`src/rtl/serial_adder_if.sv`:
```
// Request/result bundle for the bit-serial adder: launch side drives operands,
// adder side returns status and the held result.
interface serial_adder_if #(parameter int WIDTH = 8);
  logic             start;
  logic [WIDTH-1:0] a;
  logic [WIDTH-1:0] b;
  logic             cin;
  logic             busy;
  logic             done;
  logic [WIDTH-1:0] sum;
  logic             cout;
  logic             ovf;

  modport master (output start, a, b, cin, input busy, done, sum, cout, ovf);
  modport slave  (input start, a, b, cin, output busy, done, sum, cout, ovf);
endinterface

```
`src/rtl/serial_adder.sv`:
```
// Bit-serial WIDTH-bit adder: one full-adder cell plus a carry flop, LSB first,
// result and signed overflow presented with a one-cycle done pulse.
//
//   state  | meaning
//   S_IDLE | waiting for start; outputs hold the last result
//   S_RUN  | one operand bit added per clock, busy high
//   S_DONE | result registers just updated, done high; start relaunches here
module serial_adder #(
  parameter int WIDTH = 8
) (
  input  logic          clk,
  input  logic          rst,
  serial_adder_if.slave bus
);

  localparam int              CW     = $clog2(WIDTH);
  localparam logic [CW-1:0]   LAST   = CW'(WIDTH - 1);
  localparam logic [CW-1:0]   PENULT = CW'(WIDTH - 2);

  typedef enum logic [1:0] {S_IDLE, S_RUN, S_DONE} state_t;

  state_t           state_q;
  logic [WIDTH-1:0] a_q, b_q, part_q, sum_q;
  logic [CW-1:0]    cnt_q;
  logic             carry_q, cmsb_q, cout_q, ovf_q, busy_q, done_q;

  logic             sbit_d, carry_d;
  logic [WIDTH-1:0] part_d;

  always_comb begin
    sbit_d  = a_q[0] ^ b_q[0] ^ carry_q;
    carry_d = (a_q[0] & b_q[0]) | (a_q[0] & carry_q) | (b_q[0] & carry_q);
    part_d  = {sbit_d, part_q[WIDTH-1:1]};
  end

  always_ff @(posedge clk or posedge rst) begin
    if (rst) begin
      state_q <= S_IDLE;
      a_q     <= '0;
      b_q     <= '0;
      part_q  <= '0;
      sum_q   <= '0;
      cnt_q   <= '0;
      carry_q <= 1'b0;
      cmsb_q  <= 1'b0;
      cout_q  <= 1'b0;
      ovf_q   <= 1'b0;
      busy_q  <= 1'b0;
      done_q  <= 1'b0;
    end else begin
      done_q <= 1'b0;
      case (state_q)
        S_IDLE, S_DONE: begin
          if (bus.start) begin
            a_q     <= bus.a;
            b_q     <= bus.b;
            carry_q <= bus.cin;
            cnt_q   <= '0;
            busy_q  <= 1'b1;
            state_q <= S_RUN;
          end else begin
            state_q <= S_IDLE;
          end
        end
        S_RUN: begin
          a_q     <= a_q >> 1;
          b_q     <= b_q >> 1;
          part_q  <= part_d;
          carry_q <= carry_d;
          // Carry into the MSB is the carry out of bit WIDTH-2.
          if (cnt_q == PENULT) cmsb_q <= carry_d;
          if (cnt_q == LAST) begin
            sum_q   <= part_d;
            cout_q  <= carry_d;
            ovf_q   <= cmsb_q ^ carry_d;
            busy_q  <= 1'b0;
            done_q  <= 1'b1;
            state_q <= S_DONE;
          end else begin
            cnt_q <= cnt_q + CW'(1);
          end
        end
        default: begin
          busy_q  <= 1'b0;
          state_q <= S_IDLE;
        end
      endcase
    end
  end

  assign bus.busy = busy_q;
  assign bus.done = done_q;
  assign bus.sum  = sum_q;
  assign bus.cout = cout_q;
  assign bus.ovf  = ovf_q;

endmodule
```
`src/flat_wrapper.sv`:
```
// flat-port wrapper written by rule: the top's interface ports become plain ports
module serial_adder_flat 
#(
  parameter int WIDTH = 8
)
  (clk, rst, bus_start, bus_a, bus_b, bus_cin, bus_busy, bus_done, bus_sum, bus_cout, bus_ovf);
  serial_adder_if #(.WIDTH(WIDTH)) bus_i ();
  input  logic clk;
  input  logic rst;
  input wire logic [$bits(bus_i.start)-1:0] bus_start;
  input wire logic [$bits(bus_i.a)-1:0] bus_a;
  input wire logic [$bits(bus_i.b)-1:0] bus_b;
  input wire logic [$bits(bus_i.cin)-1:0] bus_cin;
  output wire logic [$bits(bus_i.busy)-1:0] bus_busy;
  output wire logic [$bits(bus_i.done)-1:0] bus_done;
  output wire logic [$bits(bus_i.sum)-1:0] bus_sum;
  output wire logic [$bits(bus_i.cout)-1:0] bus_cout;
  output wire logic [$bits(bus_i.ovf)-1:0] bus_ovf;
  assign bus_i.start = bus_start;
  assign bus_i.a = bus_a;
  assign bus_i.b = bus_b;
  assign bus_i.cin = bus_cin;
  assign bus_busy = bus_i.busy;
  assign bus_done = bus_i.done;
  assign bus_sum = bus_i.sum;
  assign bus_cout = bus_i.cout;
  assign bus_ovf = bus_i.ovf;
  serial_adder #(.WIDTH(WIDTH)) u_core (.clk(clk), .rst(rst), .bus(bus_i));
endmodule
```
`config.mk`:
```
export PLATFORM = sky130hd
export DESIGN_NAME = serial_adder_flat
export DESIGN_NICKNAME = d
export VERILOG_FILES = /design/src/rtl/serial_adder_if.sv /design/src/rtl/serial_adder.sv /design/src/flat_wrapper.sv
export SDC_FILE = /design/constraint.sdc
export NUM_CORES = 1
export LEC_CHECK = 0
export ABC_AREA = 0
export BUFFER_PORTS_ARGS = -buffer_cell sky130_fd_sc_hd__buf_4
export CAP_MARGIN = 25
export CORE_MARGIN = 1.5
export CORE_UTILIZATION = 50
export DETAILED_ROUTE_END_ITERATION = 6
export PLACE_DENSITY = 0.84
export SLEW_MARGIN = 20
export SYNTH_ARGS = -nofsm -noshare
export SYNTH_HDL_FRONTEND = slang
export SYNTH_SLANG_ARGS = --single-unit
```
`constraint.sdc`:
```
create_clock -name clk -period 1.6 [get_ports clk]
set_clock_uncertainty 0.15 [all_clocks]
set_input_delay 0.24 -clock clk [delete_from_list [all_inputs] [get_ports clk]]
set_output_delay 0.24 -clock clk [all_outputs]
set_load 0.01 [all_outputs]
```
; Word-level counts from Yosys, hierarchy flattened
; Cells that the tools add are included.
[word_totals]
reg_bits = 43
output_inout_bits = 12
inputBits = 20
[op_classes]
reduce_logical = 8
n_bitwise = 8
eq_ne = 7
muxes = 17
addsub = 1
[ops]
columns = cell, n
row1 = 8-bit case mux with 2 select lines, 2
row2 = 8-bit two-way mux, 2
row3 = 2-bit AND reduction, 4
row4 = 3-bit == test (second input constant), 2
row5 = 1-bit two-way mux, 6
row6 = 3-bit two-way mux, 2
row7 = 3-bit case mux with 2 select lines, 1
row8 = 2-bit inequality test (second input constant), 2
row9 = 1-bit case mux with 2 select lines, 2
row10 = 2-bit case mux with 2 select lines, 1
row11 = 3-bit by 1-bit adder with 3-bit output (second input constant), 1
row12 = 1-bit AND, 3
row13 = 3-bit AND reduction, 1
row14 = 1-bit XOR, 3
row15 = 2-bit by 1-bit == test with 1-bit output (second input constant), 1
row16 = 2-bit == test (second input constant), 1
row17 = 2-bit logical NOT, 1
row18 = 2-bit two-way mux, 1
row19 = 2-bit by 1-bit inequality test with 1-bit output (second input constant), 1
row20 = 1-bit bitwise OR, 2
row21 = 2-bit nonzero test, 1
row22 = 2-bit OR reduction, 1

; Depth between registers and ports, before layout
[depth]
word_depth = 4
ltp_mapped = 6
depth_no_buf = 5

; Worst setup path after synthesis
; OpenSTA, ideal clock, no wires.
[synth_timing]
kind = register -> register
from = reg u_core.cnt_q[0]
to = reg u_core.cout_q, in the netlist u_core.bus.cout
path_buffers = 1
slack_ns = -0.150
arrival_time_ns = 1.472
t_required_ns = 1.322
path_stages_with_launch = 6
cell_sequence = dfrtp_1 > ha_1 > ha_1 > nand3b_1 > buf_2 > mux2_1
[synth_via]
elab_chain_cells = 2
[synth_rtl]
columns = item, line
row1 = "start, declared", serial_adder.sv:24  ; logic [CW-1:0] cnt_q;
row2 = "start signal, assigned", serial_adder.sv:80  ; cnt_q <= cnt_q + CW'(1);
row3 = 3-bit == test, serial_adder.sv:72  ; if (cnt_q == LAST) begin
row4 = 2-bit AND reduction (no line), --
row5 = "end signal, assigned", serial_adder.sv:74  ; cout_q <= carry_d;
row6 = "end, declared", serial_adder.sv:25  ; logic carry_q, cmsb_q, cout_q, ovf_q, busy_q, done_q;
; No other way between the ends.
; A chain may end at the register's enable or synchronous reset.

; Final worst setup path
[layout_timing]
from = reg u_core.cnt_q[0]
to = reg u_core.sum_q[2], in the netlist u_core.bus.sum[2]
[layout_via]
elab_chain_cells = 2
[layout_rtl]
columns = item, line
row1 = 3-bit == test, serial_adder.sv:72
row2 = 2-bit AND reduction (no line), --
row3 = "end signal, assigned", serial_adder.sv:73  ; sum_q <= part_d;
row4 = "end, declared", serial_adder.sv:23  ; logic [WIDTH-1:0] a_q, b_q, part_q, sum_q;
; No other way between the ends.

==> reports/metrics.cfg <==
[run_status]
status=finished, violations left
failed_checks=setup timing

[timing]
worst_pin_slew_ns=0.5235
max_freq_mhz=616.4
setup_viol=9
maxSlewHeadroom_pct=65.10
rsz0062_at_grt=yes
finalMaxSlewViolations=0
finalHoldViolations=0
hold_ws_ns=0.05778
fin_ws_ns=-0.02224
min_period_ns=1.622
finalCritPeriodShare_pct=101.4

[logic_synthesis]
ys_types=28
yosys.area.top_type_share_pct=53.40
syn_avg_cell_area_um2=11.93
ys_warn_count=0
async_flop_share_pct=100.0
yosysMostFrequentCell=dfrtp_1
syn_nets=189
ys_ff_latch=42
ys.flop_type=dfrtp_1
synth.largest_area_cell=dfrtp_1
synth_area_leaders=dfrtp_1, mux2i_1, mux2_2
netlist_area_mm2=0.001968
synth_edf_count=0
syn_inst=165
synthTopCellsByCount=dfrtp_1, mux2i_1, nor2b_1, a211oi_1, a21oi_1
yosysSeqAreaShare_pct=53.40

[clocking]
cts_root_buf=clkbuf_8
path_clk_slew_ns=0.09
cts.sinks=42
cts_tree=built
cts_buffers=5
htreeDepth=2
post-cts-setup-buffers=0
insertion_delay_ns=0.30
clk_path_buf_depth=2

[die]
die_w_um=65.74
start_util_pct=52.96
core.rowCount=22
coreArea_mm2=0.003716
pin_count=32
die_h_um=65.74
die_area_mm2=0.004322

[critical_path]
crit_type=reg -> reg
start_kind=flip-flop
crit_arrival_ns=1.66
end_kind=flip-flop
worstPathMaxFanout=4
worstPathRequired_ns=1.64

[run]
drv_cap=0

[place]
hpwlAfterDp_um=2548
place_congestion=0.7530
io_buffers=31
post-place-cells=247
placed_area_mm2=0.002333

[routing]
via_per_inst=5.445
drtIter0Drc=79
avgRoutedWirePerCell_um=14.02
antenna_left=0
routed-via-count=1394
drt_pass1_iterations=4
wl_um=3590
drc_errors=0

[cells_and_area]
syn_to_final_growth_pct=24.03
nets=231
diodes=0
fillers=291
drive_above_1_share_pct=31.73
final_cells=256
final_area_mm2=0.002441
fin_util_pct=65.69

[pwr]
power_density_mw_per_mm2=1811
p_leak_nw=1.092
ir_drop_uv=941.5

[global_route]
top_usage_layer=met2
grt_pass1_wl_um=6272
grt_overflow_total=0
grtUsageMet2_pct=32.20
grt.total_usage_pct=19.26
grt_pass1_vias=1353
met1_usage_pct=23.54
met3_usage_pct=5.651
antenna_found_initial=0
grt_max_degree=43

[hold_path]
min_path_type=in -> reg

## worst max-delay path, cell delays in order (launching register included)
cell and delay, ns:
dfrtp_1 0.40, ha_2 0.20, ha_4 0.15, nand3b_1 0.13
buf_4 0.16, mux2_1 0.32
## per-stage QoR
stage          setup WS [ns]  setup TNS [ns]  total power, mW
2_1_floorplan       -0.02983         -0.1790            3.072
3_3_place_gp         0.01427               0            3.621
3_5_place_dp        -0.01395        -0.05157            3.751
4_1_cts             -0.02978         -0.1874            4.466
5_1_grt             -0.08054         -0.5838            4.760
6_report            -0.02224         -0.1203            4.420
## per-layer routing
| metal | up-vias | part of all wire [%] |
|---|---|---|
| met5 | - | 0 |
| met4 | 0 | 2.0 |
| met3 | 9 | 3.8 |
| met2 | 31 | 51 |
| met1 | 684 | 44 |
| li1 | 670 | - |
## kinds of logic (layout without fill, tap and decap cells)
logic type	Yosys count	after routing	synth area share [%]
AOI/OAI and AO/OA	39	39	12.71
xor gates and xnor gates	2	2	0.8902
adders and majority gates	4	4	2.925
buffers and inverters	15	58	3.814
DFF	42	42	53.40
muxes	32	32	17.36
and+or+nand+nor	31	31	8.900
## what timing repair did
action / in CTS / in global routing
hold endpoints to repair: 42 / 0
endpoints found under the setup margin: 9 / 10
resized for setup: 0 / 2
hold buffers: 1 / 0
## final cells by class
| cell class | count | area [um^2] | area share (%) |
|---|---|---|---|
| inverter | 4 | 15.01 | 0.6151 |
| clock inverter | 3 | 23.77 | 0.9739 |
| timing repair buffer | 46 | 360.3 | 14.76 |
| tap | 48 | 60.06 | 2.460 |
| multi-input combinational | 108 | 862.1 | 35.32 |
| sequential | 42 | 1051 | 43.05 |
| clock buffer | 5 | 68.82 | 2.819 |
## report_power, final
group	switching [mW]	total, mW	internal [mW]
combinational	0.795	1.82	1.02
sequential	0.334	1.89	1.56
clock	0.396	0.708	0.312
total	1.53	4.42	2.90
## registers in the layout, indices dropped and copies added, names as in the netlist
name / cells
u_core.a_q: 8
u_core.b_q: 8
u_core.bus.sum: 8
u_core.part_q: 7
u_core.cnt_q: 3
u_core.state_q: 2
u_core.bus.busy: 1
u_core.bus.cout: 1
u_core.bus.done: 1
u_core.bus.ovf: 1
u_core.carry_q: 1
u_core.cmsb_q: 1
## worst paths after layout
kind                             startpoint                 to  slack, ns  depth (start not counted)
setup / recovery            u_core.cnt_q[0]  u_core.bus.sum[2]      -0.02                          5
hold / removal                     bus_b[2]      u_core.b_q[2]       0.06                          3
setup reg to reg            u_core.cnt_q[0]  u_core.bus.sum[2]      -0.02                          5
hold reg to reg            u_core.part_q[1]  u_core.bus.sum[0]       0.35                          1
max in group asynchronous               rst      u_core.a_q[3]       0.46                          4
min in group asynchronous               rst      u_core.b_q[1]       0.48                          4
## cell usage in the layout (no fill, tap or decap), types with 2 or more instances in the layout
cell        count
buf_4          44
clkbuf_8        5
nor2b_1        14
xnor2_1         2
nand3_1         4
nand3b_1        2
inv_1           4
nor2_1          3
o21ai_0         5
dfrtp_1        42
mux2_2         10
a21oi_1        13
a22o_1          2
mux2_1          7
a211oi_1       13
a21o_1          2
nand2_1         5
clkinvlp_4      2
mux2i_1        15
Note: power is estimated with default switching activity, not from simulation.
